--- config.mk ---
export PLATFORM = sky130hd
export DESIGN_NAME = teknofest_mem_arbiter
export DESIGN_NICKNAME = d
export VERILOG_FILES = /design/src/rtl/teknofest_mem_pkg.sv /design/src/rtl/teknofest_rr_arb2.sv /design/src/rtl/teknofest_mem_arbiter.sv
export SDC_FILE = /design/constraint.sdc
export NUM_CORES = 1
export LEC_CHECK = 0
export BUFFER_PORTS_ARGS = -buffer_cell sky130_fd_sc_hd__buf_2
export CORE_AREA = 2 2 120 122
export DETAILED_ROUTE_END_ITERATION = 16
export DIE_AREA = 0 0 122 124
export PLACE_DENSITY_LB_ADDON = 0.2
export SLEW_MARGIN = 20
export SYNTH_ARGS = -nofsm -noshare
export SYNTH_HDL_FRONTEND = slang
export SYNTH_HIERARCHICAL = 1
export SYNTH_SLANG_ARGS = --single-unit
--- constraint.sdc ---
create_clock -name clk_i -period 9.6 [get_ports clk_i]
set_input_delay 1.44 -clock clk_i [delete_from_list [all_inputs] [get_ports clk_i]]
set_output_delay 1.44 -clock clk_i [all_outputs]
set_load 0.005 [all_outputs]
--- src/rtl/teknofest_mem_pkg.sv ---
`default_nettype none
// ============================================================================
// Module   : teknofest_mem_pkg
// Purpose  : Shared types and helpers for the two-master main-RAM arbiter.
//            Provides the sequencer state encoding, default RAM window
//            constants and the RAM window decode function.
// Revision : 1.0 - initial release
// ============================================================================
package teknofest_mem_pkg;

  typedef enum logic [1:0] {
    IDLE   = 2'd0,
    ACCESS = 2'd1,
    RESP   = 2'd2
  } state_e;

  localparam logic [31:0] RAM_BASE_ADDR_DEF = 32'h4000_0000;
  localparam logic [31:0] RAM_MASK_ADDR_DEF = 32'h000f_ffff;

  // An address belongs to RAM when the bits outside the offset mask match
  // the base address exactly.
  function automatic logic in_ram_window(
    input logic [31:0] addr,
    input logic [31:0] base = RAM_BASE_ADDR_DEF,
    input logic [31:0] mask = RAM_MASK_ADDR_DEF
  );
    return (addr & ~mask) == base;
  endfunction

endpackage : teknofest_mem_pkg
`default_nettype wire

--- src/rtl/teknofest_rr_arb2.sv ---
`default_nettype none
// ============================================================================
// Module   : teknofest_rr_arb2
// Purpose  : Combinational two-request round-robin picker. On a tie the
//            request that was not granted last time wins.
// Ports    : req_i[1:0]   - request lines (bit n = master n)
//            last_grant_i - index granted on the previous arbitration
//            gnt_valid_o  - at least one request present
//            gnt_idx_o    - index of the winning master
// Revision : 1.0 - initial release
// ============================================================================
module teknofest_rr_arb2 (
  input  logic [1:0] req_i,
  input  logic       last_grant_i,
  output logic       gnt_valid_o,
  output logic       gnt_idx_o
);

  always_comb begin
    gnt_valid_o = |req_i;
    gnt_idx_o   = 1'b0;
    case (req_i)
      2'b01:   gnt_idx_o = 1'b0;
      2'b10:   gnt_idx_o = 1'b1;
      2'b11:   gnt_idx_o = ~last_grant_i;
      default: gnt_idx_o = 1'b0;
    endcase
  end

endmodule : teknofest_rr_arb2
`default_nettype wire

--- src/rtl/teknofest_mem_arbiter.sv ---
`default_nettype none
// ============================================================================
// Module   : teknofest_mem_arbiter
// Purpose  : Arbitrates two bus masters onto the single-port main RAM.
//            A granted in-window request holds the RAM signals for a fixed
//            RAM_DELAY-cycle window, then pulses the master's ready with
//            registered read data. Out-of-window requests complete in one
//            cycle with zero data and never strobe the RAM.
// Ports    : clk_i, rst_i (async, active-high)
//            m0_*/m1_*    - master request/response (valid/ready handshake)
//            ram_*        - RAM address/data/strobe/read-enable and rdata
//            grant_o      - master owning the current transaction
//            busy_o       - transaction in ACCESS or RESP
// Revision : 1.0 - initial release
// ============================================================================
module teknofest_mem_arbiter
  import teknofest_mem_pkg::*;
#(
  parameter int          RAM_DELAY     = 16,
  parameter logic [31:0] RAM_BASE_ADDR = 32'h4000_0000,
  parameter logic [31:0] RAM_MASK_ADDR = 32'h000f_ffff
) (
  input  logic        clk_i,
  input  logic        rst_i,
  input  logic        m0_valid_i,
  output logic        m0_ready_o,
  input  logic [31:0] m0_addr_i,
  input  logic [31:0] m0_wdata_i,
  input  logic [3:0]  m0_wstrb_i,
  output logic [31:0] m0_rdata_o,
  input  logic        m1_valid_i,
  output logic        m1_ready_o,
  input  logic [31:0] m1_addr_i,
  input  logic [31:0] m1_wdata_i,
  input  logic [3:0]  m1_wstrb_i,
  output logic [31:0] m1_rdata_o,
  output logic [31:0] ram_addr_o,
  output logic [31:0] ram_wdata_o,
  output logic [3:0]  ram_wstrb_o,
  output logic        ram_rd_en_o,
  input  logic [31:0] ram_rdata_i,
  output logic        grant_o,
  output logic        busy_o
);

  localparam int             CNT_W    = (RAM_DELAY > 2) ? $clog2(RAM_DELAY) : 1;
  localparam logic [CNT_W-1:0] CNT_LOAD = CNT_W'(RAM_DELAY - 1);

  state_e             state_q, state_d;
  logic [CNT_W-1:0]   cnt_q, cnt_d;
  logic               grant_q, grant_d;
  logic               last_grant_q, last_grant_d;
  logic [31:0]        addr_q, addr_d;
  logic [31:0]        wdata_q, wdata_d;
  logic [3:0]         wstrb_q, wstrb_d;
  logic [31:0]        rdata_q, rdata_d;

  logic               gnt_valid;
  logic               gnt_idx;
  logic [31:0]        sel_addr;

  // Only sampled in IDLE; the ungranted master is ignored until then.
  teknofest_rr_arb2 u_arb (
    .req_i        ({m1_valid_i, m0_valid_i}),
    .last_grant_i (last_grant_q),
    .gnt_valid_o  (gnt_valid),
    .gnt_idx_o    (gnt_idx)
  );

  assign sel_addr = gnt_idx ? m1_addr_i : m0_addr_i;

  always_ff @(posedge clk_i or posedge rst_i) begin
    if (rst_i) begin
      state_q      <= IDLE;
      cnt_q        <= '0;
      grant_q      <= 1'b0;
      last_grant_q <= 1'b1;   // makes m0 the winner of the first tie
      addr_q       <= '0;
      wdata_q      <= '0;
      wstrb_q      <= '0;
      rdata_q      <= '0;
    end else begin
      state_q      <= state_d;
      cnt_q        <= cnt_d;
      grant_q      <= grant_d;
      last_grant_q <= last_grant_d;
      addr_q       <= addr_d;
      wdata_q      <= wdata_d;
      wstrb_q      <= wstrb_d;
      rdata_q      <= rdata_d;
    end
  end

  always_comb begin
    state_d      = state_q;
    cnt_d        = cnt_q;
    grant_d      = grant_q;
    last_grant_d = last_grant_q;
    addr_d       = addr_q;
    wdata_d      = wdata_q;
    wstrb_d      = wstrb_q;
    rdata_d      = rdata_q;

    case (state_q)
      IDLE: begin
        if (gnt_valid) begin
          grant_d      = gnt_idx;
          last_grant_d = gnt_idx;
          addr_d       = sel_addr;
          wdata_d      = gnt_idx ? m1_wdata_i : m0_wdata_i;
          wstrb_d      = gnt_idx ? m1_wstrb_i : m0_wstrb_i;
          if (in_ram_window(sel_addr, RAM_BASE_ADDR, RAM_MASK_ADDR)) begin
            state_d = ACCESS;
            cnt_d   = CNT_LOAD;
          end else begin
            state_d = RESP;
            rdata_d = '0;
          end
        end
      end
      ACCESS: begin
        if (cnt_q == '0) begin
          // Writes keep the previous read data in the response register.
          if (wstrb_q == 4'b0000) begin
            rdata_d = ram_rdata_i;
          end
          state_d = RESP;
        end else begin
          cnt_d = cnt_q - 1'b1;
        end
      end
      RESP:    state_d = IDLE;
      default: state_d = IDLE;
    endcase
  end

  // Address/data are always presented from the request register; only the
  // strobes qualify them, and those are confined to the ACCESS window.
  assign ram_addr_o  = addr_q;
  assign ram_wdata_o = wdata_q;
  assign ram_wstrb_o = (state_q == ACCESS) ? wstrb_q : 4'b0000;
  assign ram_rd_en_o = (state_q == ACCESS) && (wstrb_q == 4'b0000);

  assign m0_ready_o  = (state_q == RESP) && !grant_q;
  assign m1_ready_o  = (state_q == RESP) &&  grant_q;
  assign m0_rdata_o  = rdata_q;
  assign m1_rdata_o  = rdata_q;
  assign grant_o     = grant_q;
  assign busy_o      = (state_q != IDLE);

endmodule : teknofest_mem_arbiter
`default_nettype wire

# ---- Word level (Yosys, flattened, before mapping)
# Cells that the tools add are included.
dict set report totals {
  ff_bits 108
  elab_cells 53
  inputBits 172
  out_inout_bits 137
}
dict set report classes {
  n_eq_ne 11
  bitwise_logic 1
  add_sub_neg 1
  n_mux 18
  n_reduce_logical 14
}
# cell count
set op_table {}
lappend op_table {{32-bit 2-to-1 mux} 6}
lappend op_table {{32-bit case mux with 2 select lines} 1}
lappend op_table {{4-bit 2-to-1 mux} 5}
lappend op_table {{12-bit by 11-bit == test with 1-bit output, second input constant} 1}
lappend op_table {{2-bit != test, second input constant} 6}
lappend op_table {{4-bit logical NOT} 2}
lappend op_table {{4-bit case mux with 2 select lines} 1}
lappend op_table {{2-bit == test, second input constant} 3}
lappend op_table {{2-bit 2-to-1 mux} 3}
lappend op_table {{5-bit AND reduction} 1}
lappend op_table {{2-bit case mux with 2 select lines} 1}
lappend op_table {{2-bit AND reduction} 2}
lappend op_table {{4-bit AND reduction} 1}
lappend op_table {{2-bit nonzero test} 2}
lappend op_table {{4-bit by 1-bit subtractor with 4-bit output, second input constant} 1}
lappend op_table {{1-bit logical AND} 3}
lappend op_table {{2-bit by 1-bit == test with 1-bit output, second input constant} 1}
lappend op_table {{2-bit logical NOT} 1}
lappend op_table {{1-bit case mux with 2 select lines} 1}
lappend op_table {{2-bit OR reduction} 1}
lappend op_table {{1-bit logical NOT} 1}
lappend op_table {{1-bit NOT} 1}

# ---- Depth between registers and ports, before layout
dict set report depth {
  depth_word 7
  ltp_mapped 8
}

# ---- Hierarchy
# Netlist, hierarchy kept.
# mod area_each_um2 n_inst seq_area_each_um2 cells_per_inst
set by_module_without_submodules {}
lappend by_module_without_submodules {teknofest_mem_arbiter 5464.0 1 2703.8 539}
lappend by_module_without_submodules {teknofest_rr_arb2 13.8 1 0.0 2}

# ---- Worst setup path after synthesis
# Ideal clock, no wire load.
dict set report synth_timing {
  kind {input -> register}
  from {in m1_valid_i}
  to {reg cnt_q[1]}
  setup_slack_ns 6.661
  path_stages 6
  n_path_buf 1
  setup_ns 0.094
  arrival_time_ns 2.845
  t_required_ns 9.506
  path_cell_list {a21boi_1 > buf_2 > or4b_1 > o221ai_1 > o31ai_1 > a221oi_2}
}
dict set report synth_via {
  elab_chain_cells 6
  word_cells_on_any_way 9
}
# item line_no
set synth_rtl {}
lappend synth_rtl {{start, declared} teknofest_mem_arbiter.sv:31} ;# input logic m1_valid_i,
lappend synth_rtl {{2-bit == test} teknofest_rr_arb2.sv:22} ;# case (req_i)
lappend synth_rtl {{1-bit case mux with 2 select lines} teknofest_rr_arb2.sv:22}
lappend synth_rtl {{32-bit 2-to-1 mux} teknofest_mem_arbiter.sv:70} ;# assign sel_addr = gnt_idx ? m1_addr_i : m0_addr_i;
lappend synth_rtl {{12-bit by 11-bit == test with 1-bit output} teknofest_mem_pkg.sv:27} ;# return (addr & ~mask) == base;
lappend synth_rtl {{2-bit != test (no source line)} --}
lappend synth_rtl {{4-bit AND reduction (no source line) (*)} --}
lappend synth_rtl {{end signal, assigned} teknofest_mem_arbiter.sv:84} ;# cnt_q <= cnt_d;
lappend synth_rtl {{end, declared} teknofest_mem_arbiter.sv:50} ;# logic [CNT_W-1:0] cnt_q, cnt_d;
# Mark *: on every way between the ends. The rest lies on a longest branch, timed or not.
# A chain may end at the register's enable or synchronous reset.

# ---- Worst setup path in the final report
dict set report layout_timing {
  from {in m1_valid_i}
  to {reg cnt_q[2]}
}
dict set report layout_via {
  elab_chain_cells 6
  word_cells_on_any_way 9
}
# item line_no
set layout_rtl {}
lappend layout_rtl {{2-bit == test} teknofest_rr_arb2.sv:22}
lappend layout_rtl {{1-bit case mux with 2 select lines (*)} teknofest_rr_arb2.sv:22}
lappend layout_rtl {{named net gnt_idx} teknofest_mem_arbiter.sv:59} ;# logic gnt_idx;
lappend layout_rtl {{32-bit 2-to-1 mux (*)} teknofest_mem_arbiter.sv:70}
lappend layout_rtl {{12-bit by 11-bit == test with 1-bit output (*)} teknofest_mem_pkg.sv:27}
lappend layout_rtl {{2-bit != test (no source line) (*)} --}
lappend layout_rtl {{4-bit AND reduction (no source line) (*)} --}
# Mark *: on every way through the listed nets, which the timed path passes. The rest lies on a longest branch.

==> metrics.md <==
| Metric | Value |
|---|---|
| Status | completed |
| Vias in the first global route | 4,436 |
| Layout area overhead | 31.45% |
| Total grt overflow | 0 |
| Yosys warnings | 6 |
| # port buffers | 308 |
| Worst-Margin Slew | about 910 ps |
| Fraction of layout cells with a size suffix above 1 | 0.4540 |
| Starting Density | 0.3993 |
| Ys async rst share | 1.000 |
| Clk_skew | 8.729 ps |
| Detail Route Antenna Nets | 0 |
| Slew Limit Fails | 0 |
| Die area | 15,130 sq um |
| Synth top area share | 0.4888 |
| Clock Tree Buf Depth | 2 |
| Seq/Total Area, Yosys | 0.4936 |
| Final setup vio count | 0 |
| Max-slew headroom | 0.3963 |
| Largest net degree at the start of global routing | 82 |
| Worst ir drop on vdd | 114.4 uV |
| Power Dens Cells | around 250 nW/um^2 |
| Core area | 13,720 sq um |
| Die Ht | 124 um |
| Worst hold slack | 520.8 ps |
| Critical Path Source Type | input port |
| Root Buffer | clkbuf_16 |
| Min Tclk post-route | 3634 ps |
| Final hold vios | 0 |
| WL/cell | 15.24 um |
| Skew-Pair Late Insertion Delay | between 300 and 400 ps |
| Syn Nets | roughly 720 |
| Post-synthesis cell area | about 5500 sq um |
| Number of top-level pins | ~310 |
| Period utilisation layout | 0.3785 |
| Worst EP arrival | 3830 ps |
| Post-synth top cells | 107 x dfrtp_1, 74 x nor2_1, 70 x a21oi_1 |
| Die X | about 120 um |
| Synth Instances | 541 |
| Yosys cell types | 43 |
| Drt drc | 0 |
| Critical Path Fanout Max | 40 |
| CP Capture Type | register |
| Detailed Route WL | about 15,000 um |
| Most common cell in the netlist | dfrtp_1 |
| Vias/cell | 4.840 |
| Synth top area cells | dfrtp_1 49%, mux2i_1 12%, a21oi_1 6.4% |
| Synthesized flop and latch total | approximately 110 |
| Postcts setup bufs | 0 |
| Total Routing Usage GR | 0.1890 |
| Num rows | 43 |
| HP Class | register to register |
| Crit path required time | 9800 ps |
| Setup TNS | 0 ps |
| Initial DRC count | 147 |
| First-pass GRT wire length | 22,080 um |
| First-pass DRT Iterations | 4 |
| Total CTS buffers | 9 |
| Diode count | 0 |
| CTS sink cnt | 108 |
| PostCTS Resize Cnt | 0 |
| Critical path class | input port to register |
| H-tree Lvls | 3 |
| Number of flops mapped to enable cells by yosys | 0 |
| Synth area leader | dfrtp_1 |
| Clock Pin Slew Worst Setup and Hold Paths | 70 ps |
| Routability Congestion | about 0.8 |
| Ys flop type | dfrtp_1 |
| CTS tree | built |
| Max-Cap Viols | 0 |
| Hold-fix buffers, CTS | 0 |
| Initial antenna violation count | 0 |
| Leak | roughly 3.6 nW |
| Post-layout net count | 973 |
| Syn avg cell area | 10.13 sq um |
| Max Freq | around 280 MHz |
| Unrepaired setup endpoints after global routing | false |
| Final HPWL DP | ~12,000 um |
| Routed vias | 4,763 |
layer usage:
metal,GRT usage,vias to the layer above,part of all wire
li1,-,2353,-
met1,0.2244,2175,0.40
met2,0.3272,210,0.49
met3,0.04670,25,0.081
met4,0.07974,0,0.024
met5,0,-,0
kinds of logic after synthesis:
logic type,count (synthesis),synth area share
compound gates,149,0.1830
xor+xnor,1,0.001599
fa+ha+maj,2,0.004568
buf+inv,108,0.1046
flops,108,0.4936
mux,68,0.1243
simple gates,105,0.08840
through the flow:
step                      total power [W]  instance area [sq um]    util  instances  setup slack, ps
final                            0.001788                   7201  0.5249        984             5966
after global routing             0.001926                   7201  0.5249        984             5748
after CTS                        0.001810                   7201  0.5249        984             5974
after detailed placement         0.001430                   6897  0.5027        968             5608
after global placement           0.001406                   6897  0.5027        968             5746
after floorplan                  0.001154                   5478       -        541             5316
path summary, 6_finish.rpt:
check / startpoint / end / slack, ps / cells after the start
max: m1_valid_i / cnt_q[2]$_DFFE_PP0P_ / 5970 / 7
min: cnt_q[0]$_DFFE_PP0P_ / cnt_q[0]$_DFFE_PP0P_ / 520 / 1
max reg2reg: last_grant_q$_DFFE_PP1P_ / cnt_q[2]$_DFFE_PP0P_ / 6750 / 6
min reg2reg: cnt_q[0]$_DFFE_PP0P_ / cnt_q[0]$_DFFE_PP0P_ / 520 / 1
max in group asynchronous: rst_i / ram_wdata_o[1]$_DFFE_PP0P_ / 7240 / 3
min in group asynchronous: rst_i / ram_wdata_o[21]$_DFFE_PP0P_ / 1180 / 2
final cells by class:
class                   instances  area [sq um]
multi-input cells             325          2225
clock buffers                  12         256.5
flip-flops and latches        108          2704
repair buffers                314          1587
fillers                      1276          6519
inverters                      41         156.4
well taps                     180         225.2
clock inverters                 4         47.55
flip-flops by register name (all words and copies together), names as in the netlist:
signal / cells
m0_rdata_o: 32
ram_addr_o: 32
ram_wdata_o: 32
cnt_q: 4
wstrb_q: 4
state_q: 2
grant_o: 1
last_grant_q: 1
report_power, final:
group / total [W] / leakage (nW) / switching, W / internal [W]
Sequential: 0.000720 / 1.29 / 0.000102 / 0.000618
Combinational: 0.000692 / 2.13 / 0.000403 / 0.000288
Clock: 0.000377 / 0.149 / 0.000161 / 0.000216
Total: 0.00179 / 3.57 / 0.000666 / 0.00112
cells in the final DEF, fill, tap and decap left out, types with 3 or more instances in the layout:
| cell | instances |
|---|---|
| a21oi_1 | 70 |
| a22oi_1 | 4 |
| a22oi_2 | 26 |
| and2_1 | 4 |
| buf_2 | 308 |
| buf_4 | 6 |
| clkbuf_16 | 9 |
| dfrtp_1 | 107 |
| inv_1 | 39 |
| mux2i_1 | 68 |
| nand2_1 | 6 |
| nor2_1 | 74 |
| nor3_1 | 5 |
| o21ai_1 | 35 |
| o221ai_1 | 3 |
worst max-delay path, stage by stage:
cell	delay (ps)
buf_2	90
a21boi_4	160
buf_4	470
buf_4	630
nor3_1	200
o31ai_1	630
o21ai_1	170
(Power assumes the default switching activity.)
